## src/rtl/unified_mem_arbiter.sv

```systemverilog
// Arbiter for one single-ported memory shared by instruction fetch and MEM-stage load/store.
// Each access holds the address for LATENCY cycles, then returns a one-cycle ack.
module unified_mem_arbiter #(
    parameter int AW              = 32,
    parameter int DW              = 32,
    parameter int LATENCY         = 2,
    parameter int MAX_DATA_STREAK = 2
) (
    input  logic          clk,
    input  logic          reset,
    input  logic          if_req,
    input  logic [AW-1:0] if_addr,
    output logic          if_ack,
    output logic [DW-1:0] if_rdata,
    output logic          if_stall,
    input  logic          d_req,
    input  logic          d_we,
    input  logic [AW-1:0] d_addr,
    input  logic [DW-1:0] d_wdata,
    output logic          d_ack,
    output logic [DW-1:0] d_rdata,
    output logic          d_stall,
    output logic          mem_en,
    output logic          mem_we,
    output logic [AW-1:0] mem_addr,
    output logic [DW-1:0] mem_wdata,
    input  logic [DW-1:0] mem_rdata,
    output logic          busy,
    output logic          owner
);

    localparam int            SW         = (MAX_DATA_STREAK < 1) ? 1 : $clog2(MAX_DATA_STREAK + 1);
    localparam logic [3:0]    LAT_C      = 4'(LATENCY);
    localparam logic [SW-1:0] STREAK_MAX = SW'(MAX_DATA_STREAK);

    typedef enum logic [1:0] {
        ST_IDLE   = 2'd0,
        ST_ACCESS = 2'd1,
        ST_RESP   = 2'd2
    } state_t;

    state_t        state_q, state_d;
    logic [3:0]    cnt_q, cnt_d;
    logic [SW-1:0] streak_q, streak_d;
    logic          owner_q, owner_d;
    logic          store_q, store_d;
    logic          mem_en_q, mem_en_d;
    logic          mem_we_q, mem_we_d;
    logic [AW-1:0] mem_addr_q, mem_addr_d;
    logic [DW-1:0] mem_wdata_q, mem_wdata_d;
    logic [DW-1:0] if_rdata_q, if_rdata_d;
    logic [DW-1:0] d_rdata_q, d_rdata_d;
    logic          if_ack_q, if_ack_d;
    logic          d_ack_q, d_ack_d;
    logic          busy_q, busy_d;
    logic          streak_full_s;
    logic          grant_fetch_s;

    assign streak_full_s = (MAX_DATA_STREAK != 0) && (streak_q == STREAK_MAX);
    assign grant_fetch_s = if_req & (~d_req | streak_full_s);

    // Next-state logic: arbitration, access sequencing and response capture
    always_comb begin
        state_d     = state_q;
        cnt_d       = cnt_q;
        streak_d    = streak_q;
        owner_d     = owner_q;
        store_d     = store_q;
        mem_en_d    = mem_en_q;
        mem_we_d    = 1'b0;
        mem_addr_d  = mem_addr_q;
        mem_wdata_d = mem_wdata_q;
        if_rdata_d  = if_rdata_q;
        d_rdata_d   = d_rdata_q;
        if_ack_d    = 1'b0;
        d_ack_d     = 1'b0;
        case (state_q)
            ST_IDLE: begin
                if (if_req | d_req) begin
                    state_d  = ST_ACCESS;
                    cnt_d    = 4'd1;
                    mem_en_d = 1'b1;
                    if (grant_fetch_s) begin
                        owner_d    = 1'b0;
                        store_d    = 1'b0;
                        mem_addr_d = if_addr;
                        streak_d   = '0;
                    end else begin
                        owner_d     = 1'b1;
                        store_d     = d_we;
                        mem_we_d    = d_we;
                        mem_addr_d  = d_addr;
                        mem_wdata_d = d_wdata;
                        // Streak only grows while fetch is actually waiting
                        if (if_req) begin
                            streak_d = (streak_q == STREAK_MAX) ? streak_q : streak_q + SW'(1);
                        end else begin
                            streak_d = '0;
                        end
                    end
                end else begin
                    state_d = ST_IDLE;
                end
            end
            ST_ACCESS: begin
                if (cnt_q == LAT_C) begin
                    state_d  = ST_RESP;
                    mem_en_d = 1'b0;
                    if (owner_q) begin
                        d_ack_d = 1'b1;
                        if (!store_q) begin
                            d_rdata_d = mem_rdata;
                        end else begin
                            d_rdata_d = d_rdata_q;
                        end
                    end else begin
                        if_ack_d   = 1'b1;
                        if_rdata_d = mem_rdata;
                    end
                end else begin
                    cnt_d = cnt_q + 4'd1;
                end
            end
            ST_RESP: begin
                state_d = ST_IDLE;
            end
            default: begin
                state_d  = ST_IDLE;
                mem_en_d = 1'b0;
            end
        endcase
        busy_d = (state_d != ST_IDLE);
    end

    // State and registered outputs; reset abandons any in-flight access
    always_ff @(posedge clk or negedge reset) begin
        if (!reset) begin
            state_q     <= ST_IDLE;
            cnt_q       <= 4'd0;
            streak_q    <= '0;
            owner_q     <= 1'b0;
            store_q     <= 1'b0;
            mem_en_q    <= 1'b0;
            mem_we_q    <= 1'b0;
            mem_addr_q  <= '0;
            mem_wdata_q <= '0;
            if_rdata_q  <= '0;
            d_rdata_q   <= '0;
            if_ack_q    <= 1'b0;
            d_ack_q     <= 1'b0;
            busy_q      <= 1'b0;
        end else begin
            state_q     <= state_d;
            cnt_q       <= cnt_d;
            streak_q    <= streak_d;
            owner_q     <= owner_d;
            store_q     <= store_d;
            mem_en_q    <= mem_en_d;
            mem_we_q    <= mem_we_d;
            mem_addr_q  <= mem_addr_d;
            mem_wdata_q <= mem_wdata_d;
            if_rdata_q  <= if_rdata_d;
            d_rdata_q   <= d_rdata_d;
            if_ack_q    <= if_ack_d;
            d_ack_q     <= d_ack_d;
            busy_q      <= busy_d;
        end
    end

    assign if_ack    = if_ack_q;
    assign d_ack     = d_ack_q;
    assign if_rdata  = if_rdata_q;
    assign d_rdata   = d_rdata_q;
    assign if_stall  = if_req & ~if_ack_q;
    assign d_stall   = d_req & ~d_ack_q;
    assign mem_en    = mem_en_q;
    assign mem_we    = mem_we_q;
    assign mem_addr  = mem_addr_q;
    assign mem_wdata = mem_wdata_q;
    assign busy      = busy_q;
    assign owner     = owner_q;

endmodule

```

## config.mk

```make
export PLATFORM = sky130hd
export DESIGN_NAME = unified_mem_arbiter
export DESIGN_NICKNAME = d
export VERILOG_FILES = /design/src/rtl/unified_mem_arbiter.sv
export SDC_FILE = /design/constraint.sdc
export NUM_CORES = 1
export LEC_CHECK = 0
export BUFFER_PORTS_ARGS = -buffer_cell sky130_fd_sc_hd__buf_2
export CAP_MARGIN = 25
export CORE_ASPECT_RATIO = 0.75
export CORE_UTILIZATION = 51
export CTS_CLUSTER_DIAMETER = 60
export CTS_CLUSTER_SIZE = 28
export DETAILED_ROUTE_END_ITERATION = 8
export PLACE_DENSITY = 0.86
export SLEW_MARGIN = 25
export SYNTH_ARGS = -nofsm -noshare
export SYNTH_HDL_FRONTEND = slang
export SYNTH_SLANG_ARGS = --single-unit
```

## constraint.sdc

```tcl
create_clock -name clk -period 4.4 [get_ports clk]
set_input_delay 0.44 -clock clk [delete_from_list [all_inputs] [get_ports clk]]
set_output_delay 0.44 -clock clk [all_outputs]
set_load 0.005 [all_outputs]
```

# Yosys cells after proc, flatten, opt, wreduce, memory -nomap -nowiden
# Index checks and enable logic that the tools add are counted.
# classes
bitwise_logic,12
n_mul,0
reduce_logical,10
muxes,23
order_cmp,0
addsub,2
n_div,0
eq_ne,8
n_shift,0
# ops
operator,n
2-to-1 mux 32 bit,1
AND reduction 3 bit,5
2-to-1 mux 1 bit,13
2-to-1 mux 2 bit,4
2-to-1 mux 4 bit,2
case mux 4 bit (2 select lines),1
inverter 1 bit,7
"!= test 2 bit, second input constant",3
"adder 4 x 1 -> 4 bit, second input constant",1
"equality test 2 bit, second input constant",2
"equality test 4 x 2 -> 1 bit, second input constant",1
case mux 2 bit (2 select lines),1
AND reduction 4 bit,1
nonzero test 2 bit,2
bitwise AND 1 bit,3
"!= test 3 x 2 -> 1 bit, second input constant",1
case mux 1 bit (3 select lines),1
"adder 2 x 1 -> 2 bit, second input constant",1
"equality test 2 x 1 -> 1 bit, second input constant",1
logical NOT 2 bit,1
OR 1 bit,2
AND reduction 2 bit,1
# word_totals
mem_bits_rw,0
rom_bits,0
input_bits,133
output_inout_bits,136
latchBits,0
word_cells,69
ff_bits,143
memories,0

# Depth between registers and ports, before layout
# Gate-level depths: netlist of run 1.
# logic_depth
word_depth,6
ltp_mapped,8
ltp_nobuf,5

# Least setup slack after synthesis of run 1
# OpenSTA, ideal clock, no wires.
# synth_path
path_type,flip-flop to flip-flop
start,register cnt_q[0]
end,register d_rdata_q[10] (netlist: d_rdata[10])
t_arrival_ns,2.118
required_time_ns,4.275
synth_period_minus_slack_ns,2.243
slack_ns,2.157
path_buffers,3
stages_incl_launch_ff,9
setup_time_ns,0.125
cell_sequence,dfrtp_1 > inv_1 > ha_1 > or3b_1 > buf_6 > or4_4 > buf_6 > buf_12 > mux2_4
# synth_between
elab_chain_cells,2
# synth_lines
element,line,text
from (decl),43,"logic [3:0] cnt_q, cnt_d;"
from (signal assigned),154,cnt_q <= cnt_d;
equality test 4 x 2 -> 1 bit,106,if (cnt_q == LAT_C) begin
AND reduction 4 bit (no source line),--,
to (signal assigned),163,d_rdata_q <= d_rdata_d;
to (decl),52,"logic [DW-1:0] d_rdata_q, d_rdata_d;"
# No other way between the ends.
# A chain may end at the register's enable or synchronous reset.

# Final worst setup path of run 1
# layout_path
start,input if_req
end,register mem_wdata_q[0] (netlist: mem_wdata[0])
# layout_between
elab_chain_cells,3
word_cells_on_any_way,4
cone_classes,bitwise (3); reduce/logical (1)
# layout_lines
element,line,text
from (decl),11,"input logic if_req,"
bitwise AND 1 bit,60,assign grant_fetch_s = if_req & (~d_req | streak_full_s);
inverter 1 bit (no source line),--,
AND reduction 3 bit (no source line) (*),--,
to (signal assigned),161,mem_wdata_q <= mem_wdata_d;
to (decl),50,"logic [DW-1:0] mem_wdata_q, mem_wdata_d;"
# Mark *: on every way between the ends. The rest lies on a longest branch, timed or not.

==> flow_metrics.tcl, run 1 <==
set metrics [dict create \
    ios 269 \
    vias_per_cell 5.29 \
    synthMuxAreaShare_pct 19.7 \
    coreArea_um2 11600 \
    synth-xor-area-share_pct 0 \
    netlist_instances 453 \
    cts_tree "yes" \
    ys_types 34 \
    synth_top_family_by_area "multiplexers" \
    synth_compound_area_share_pct 10.1 \
    grt_start_max_net_pins 106 \
    diodes 0 \
    ir_worst_vdd_mv 0.403 \
    finalPower_w 0.00584 \
    port_buffers 268 \
    ctsResizeCount 0 \
    rows 34 \
    grt_overflow_total 0 \
    grt_usage_pct 23.7 \
    grt_setup_unrepaired "false" \
    final_nets 845 \
    p_per_area_nw_per_um2 726 \
    synth_top_area_share_pct 59.1 \
    layout_common_cells "267 x buf_2, 143 x dfrtp_1, 66 x mux2_2" \
    dieHeight_um 96.4 \
    dpl.hpwl_um 10200 \
    layout_min_cycle_time_ns 2.67 \
    htree_levels 4 \
    path_class "input port to register" \
    postCtsHoldBufs 0 \
    drtPass1Iterations 4 \
    end_kind "register" \
    synth_warnings 0 \
    final_common_cell "buf_2" \
    cts_buffer_depth 2 \
    clkSinkCount 143 \
    die_area_um2 12300 \
    vias 4680 \
    hold_viol 0 \
    hp-class "input port to asynchronous set/reset pin" \
    avgSynthCellArea_um2 13.4 \
    seq_area_um2 3580 \
    root_buffer "clkbuf_16" \
    drc_errors 0 \
    multi_input_area_um2 2260 \
    antenna_left 0 \
    synth_adder_area_share_pct 0.620 \
    post_cts.repair.setup_buffers 0 \
    insertion_delay_ns 0.41 \
    critPathArrivalTime_ns 2.96 \
    relSlewSlack_pct 36.8 \
    setup.worst_path.start_class "input port" \
    leakagePower_nw 3.94 \
    grt_pass1_vias 4388 \
    totalWireLength_um 14700 \
    ys_seq_elements 143 \
    ys_seq_area_share_pct 59.1 \
    syn2layout_area_growth_pct 32.8 \
    status "completed" \
    skew_ns 0.00844 \
    drive_gt1_share_pct 56.8 \
    worst_pin_slew_ns 0.947 \
    maxSlewViolCount 0 \
    initial_utilization_pct 52.3 \
    worstPathMaxFanout 36 \
    wl_per_cell_um 16.6 \
    syn_nets 589 \
    antenna_found_initial 0 \
    fmax_mhz 374 \
    clk_pin_slew_ns 0.06 \
    drv_cap 0 \
    setup_viol 0 \
    synth_area_leaders "dfrtp_1 59%, mux2_2 12%, mux2_4 7.4%" \
    synth_area_um2 6050 \
    critPathRequiredTime_ns 4.69 \
    fin_tns_setup_ns 0 \
    gp_congestion 0.795 \
    grt_pass1_wl_um 22100 \
    synthSimpleGateAreaFrac_pct 6.61 \
    fillers 855 \
    dieWidth_um 128 \
    numCtsBuffers 17 \
    drtIter0Drc 274 \
    finalCritPeriodShare_pct 60.7 \
    yosys.area.top_type "dfrtp_1" \
]
==> power by group <==
group	switching [W]	leakage, nW	total [W]	internal, W
combinational	0.000923	1.97	0.00209	0.00116
sequential	0.000355	1.69	0.00232	0.00197
clock	0.000570	0.288	0.00143	0.000858
==> layout make-up <==
cell class / count / share of cell area [%]
Inverter: 6 / 0.280
Clock inverter: 14 / 1.93
Timing Repair Buffer: 273 / 17.2
Multi-Input combinational cell: 268 / 28.1
Clock buffer: 18 / 5.46
Sequential cell: 143 / 44.5
Tap cell: 162 / 2.52
==> cell usage after synthesis <==
cell and number:
o21ai_0 35, buf_2 7, nand3b_1 32, o2bb2ai_1 1, o32ai_1 1, mux2_4 30
or2_2 1, nor3_2 1, nor2b_1 3, ha_1 3, nand3_1 3, a31oi_1 33
a31o_2 2, clkbuf_1 24, a211oi_1 1, o21a_1 1, or4_2 1, and2_1 1
nor2_1 5, inv_1 6, buf_6 2, nand2b_1 3, o22ai_1 1, a221oi_1 1
o211ai_1 1, buf_12 3, a21oi_1 32, or3b_1 1, dfrtp_1 143, or4_4 1
nand2_1 4, mux2_2 66, nor3_1 3, nor3b_1 1
==> metal layers <==
layer,vias to the layer above,GRT usage [%],wire length (µm),part of all wire [%]
met5,-,0,0,0
met4,0,11.1,269,1.8
met3,23,5.45,920,6.3
met2,194,41.6,7500,51
met1,2293,28.2,6010,41
li1,2170,-,-,-
==> cell families after synthesis <==
kind of cell             after synthesis
buffers and inverters                 42
flip-flops                           143
AND/OR/NAND/NOR                       60
multiplexers                          96
AO/OA/AOI/OAI                        109
adder cells (fa/ha/maj)                3
==> worst max-delay path, stage by stage <==
cell	delay, ns
buf_2	0.52
inv_1	0.63
o211ai_1	0.45
buf_4	0.47
mux2_2	0.39
==> metrics by stage <==
stage / utilization, % / setup slack, ns / cells / hold WS [ns] / cell area, µm²
after CTS: 69.5 / 1.79 / 884 / 0.176 / 8040
after global placement: 64.3 / 1.33 / 852 / 0.475 / 7450
final: 69.5 / 1.73 / 884 / 0.146 / 8040
after global routing: 69.5 / 1.61 / 884 / 0.225 / 8040
after floorplan: - / 2.16 / 453 / 0.144 / 6050
after detailed placement: 64.4 / 1.36 / 852 / 0.481 / 7450
==> flip-flops by register name (all words and copies together) (netlist names) <==
name,flops
mem_en,1
if_ack,1
if_rdata,32
mem_wdata,32
store_q,1
cnt_q,4
mem_addr,32
streak_q,2
mem_we,1
owner,1
state_q,2
busy,1
d_ack,1
d_rdata,32
==> path summary, 6_finish.rpt <==
check	startpoint	endpoint	slack, ns	depth (start not counted)
max	if_req	mem_wdata[0]$_DFFE_PN0P_	1.73	5
min	reset	if_rdata[29]$_DFFE_PN0P_	0.15	1
max reg2reg	cnt_q[0]$_DFFE_PN0P_	d_rdata[10]$_DFFE_PN0P_	1.91	5
min reg2reg	mem_wdata[15]$_DFFE_PN0P_	mem_wdata[15]$_DFFE_PN0P_	0.50	1
max in group asynchronous	reset	mem_addr[1]$_DFFE_PN0N_	3.16	2
min in group clk	d_wdata[27]	mem_wdata[27]$_DFFE_PN0P_	0.26	2
(Power assumes the default switching activity.)
==> run 2: changes to the inputs <==
--- a/config.mk
+++ b/config.mk
@@ -8,11 +8,11 @@
 export BUFFER_PORTS_ARGS = -buffer_cell sky130_fd_sc_hd__buf_2
 export CAP_MARGIN = 25
 export CORE_ASPECT_RATIO = 0.75
-export CORE_UTILIZATION = 51
+export CORE_UTILIZATION = 47
 export CTS_CLUSTER_DIAMETER = 60
 export CTS_CLUSTER_SIZE = 28
 export DETAILED_ROUTE_END_ITERATION = 8
-export PLACE_DENSITY = 0.86
+export PLACE_DENSITY = 0.81
 export SLEW_MARGIN = 25
 export SYNTH_ARGS = -nofsm -noshare
 export SYNTH_HDL_FRONTEND = slang
==> constraint.sdc (replaced) <==
create_clock -name clk -period 2.5 [get_ports clk]
set_input_delay 0.25 -clock clk [delete_from_list [all_inputs] [get_ports clk]]
set_output_delay 0.25 -clock clk [all_outputs]
set_load 0.005 [all_outputs]
==> flow_metrics.tcl, run 2 (synthesized netlist as in run 1, its figures left out) <==
set metrics [dict create \
    antenna_left 0 \
    fmax_mhz 427 \
    drc_errors 0 \
    drtIter0Drc 164 \
    layout_common_cells "267 x buf_2, 143 x dfrtp_1, 66 x mux2_2" \
    drive_gt1_share_pct 57.0 \
    relSlewSlack_pct 57.0 \
    finalCritPeriodShare_pct 93.6 \
    fin_tns_setup_ns 0 \
    worst_pin_slew_ns 0.644 \
    antenna_found_initial 0 \
    swShare_pct 31.3 \
    final_nets 852 \
    hp-class "input port to register" \
    leakagePower_nw 3.99 \
    vias 4699 \
    port_buffers 268 \
    diodes 0 \
    coreArea_um2 12400 \
    setup_viol 0 \
    setup.worst_path.start_class "register" \
    grt_pass1_vias 4596 \
    gp_congestion 0.817 \
    grt_start_max_net_pins 65 \
    dp.cells 862 \
    drv_cap 0 \
    critPathArrivalTime_ns 2.62 \
    grt_overflow_total 0 \
    cts_buffer_depth 2 \
    finalPower_w 0.0104 \
    final_util_pct 65.5 \
    multi_input_area_um2 2260 \
    whs_ns 0.0699 \
    root_buffer "clkbuf_16" \
    status "completed" \
    grt_setup_unrepaired "false" \
    cpPeakStageDelay_ns 0.79 \
    layout_min_cycle_time_ns 2.34 \
    fillers 949 \
    path_cells "inv_1 -> ha_1 -> or3b_1 -> or4_4 -> mux2_4" \
    worstPathMaxFanout 32 \
    cts_tree "yes" \
    cpMaxStageDelayCell "or4_4" \
    dieWidth_um 133 \
    final_common_cell "buf_2" \
    comb_power_share_pct 35.3 \
    hold_viol 0 \
    initial_utilization_pct 48.7 \
    ir_worst_vdd_mv 0.570 \
    syn2layout_area_growth_pct 34.6 \
    end_kind "register" \
    grt_usage_pct 22.6 \
    p_per_area_nw_per_um2 1280 \
    die_area_um2 13300 \
    pwr-share-seq_pct 39.7 \
    vias_per_cell 5.26 \
    stdcell_count 894 \
    numCtsBuffers 17 \
    p_sw_w 0.00326 \
    dpl.hpwl_um 10800 \
    wl_per_cell_um 16.6 \
    dieHeight_um 100 \
    htree_levels 4 \
    totalWireLength_um 14800 \
    crit_family "simple AND/OR/NAND/NOR gates" \
    clkPwrFrac_pct 25.0 \
    drtPass1Iterations 5 \
    clkSinkCount 143 \
    grt_pass1_wl_um 23400 \
    insertion_delay_ns 0.41 \
    ios 269 \
    seq_area_um2 3580 \
    skew_ns 0.00847 \
    path_class "register to register" \
    clk_pin_slew_ns 0.06 \
    ctsResizeCount 0 \
    p_int_w 0.00715 \
    maxSlewViolCount 0 \
    rows 35 \
    critPathRequiredTime_ns 2.78 \
    critical_path_buf_inv_count 1 \
]
[run 2: worst paths after layout]
kind,cells after the start,to,slack [ns],from
worst min-delay path,2,mem_wdata[21]$_DFFE_PN0P_,0.07,d_wdata[21]
worst max register to register,5,d_rdata[2]$_DFFE_PN0P_,0.16,cnt_q[0]$_DFFE_PN0P_
worst min register to register,1,mem_en$_DFFE_PN0P_,0.50,mem_en$_DFFE_PN0P_
max in group asynchronous,3,d_rdata[16]$_DFFE_PN0P_,1.23,reset
min in group asynchronous,2,if_rdata[13]$_DFFE_PN0P_,0.39,reset
worst max-delay path,5,d_rdata[2]$_DFFE_PN0P_,0.16,cnt_q[0]$_DFFE_PN0P_
[run 2: layer usage]
metal / share of wire, % / track usage [%] / wire length [µm] / vias to the layer above
met4: 0.59 / 6.10 / 87 / 0
met2: 50 / 38.8 / 7440 / 201
met3: 6.6 / 5.71 / 982 / 6
met5: 0 / 0 / 0 / -
li1: - / - / - / 2162
met1: 42 / 28.6 / 6290 / 2330
[run 2: stage by stage]
| stage | instance area [µm²] | worst slack (ns) |
|---|---|---|
| after floorplan | 6050 | 0.257 |
| after global placement | 7520 | 0.236 |
| after detailed placement | 7520 | 0.183 |
| after CTS | 8150 | 0.170 |
| after global routing | 8150 | 0.0627 |
| final | 8150 | 0.160 |
[run 2: power by group through the flow]
stage	clock network (W)	logic, W	registers (W)
2_1_floorplan	0	0.00199	0.00415
3_3_place_gp	0	0.00358	0.00407
3_5_place_dp	0	0.00372	0.00414
4_1_cts	0.00265	0.00372	0.00413
5_1_grt	0.00275	0.00403	0.00426
6_report	0.00260	0.00367	0.00413
[run 2: layout make-up]
cell class                      instances  share of cell area [%]
Inverter                                6                   0.276
Sequential cell                       143                    43.9
Clock buffer                           18                    5.39
Timing Repair Buffer                  280                    18.0
Clock inverter                         13                    2.15
Multi-Input combinational cell        268                    27.7
Tap cell                              166                    2.55
[run 2: timing repair]
| action | 4_1_cts | 5_1_grt |
|---|---|---|
| setup endpoints to repair | 0 | 0 |
| hold buffers | 1 | 0 |
| setup buffers | 0 | 0 |
| hold endpoints to repair | 60 | 0 |
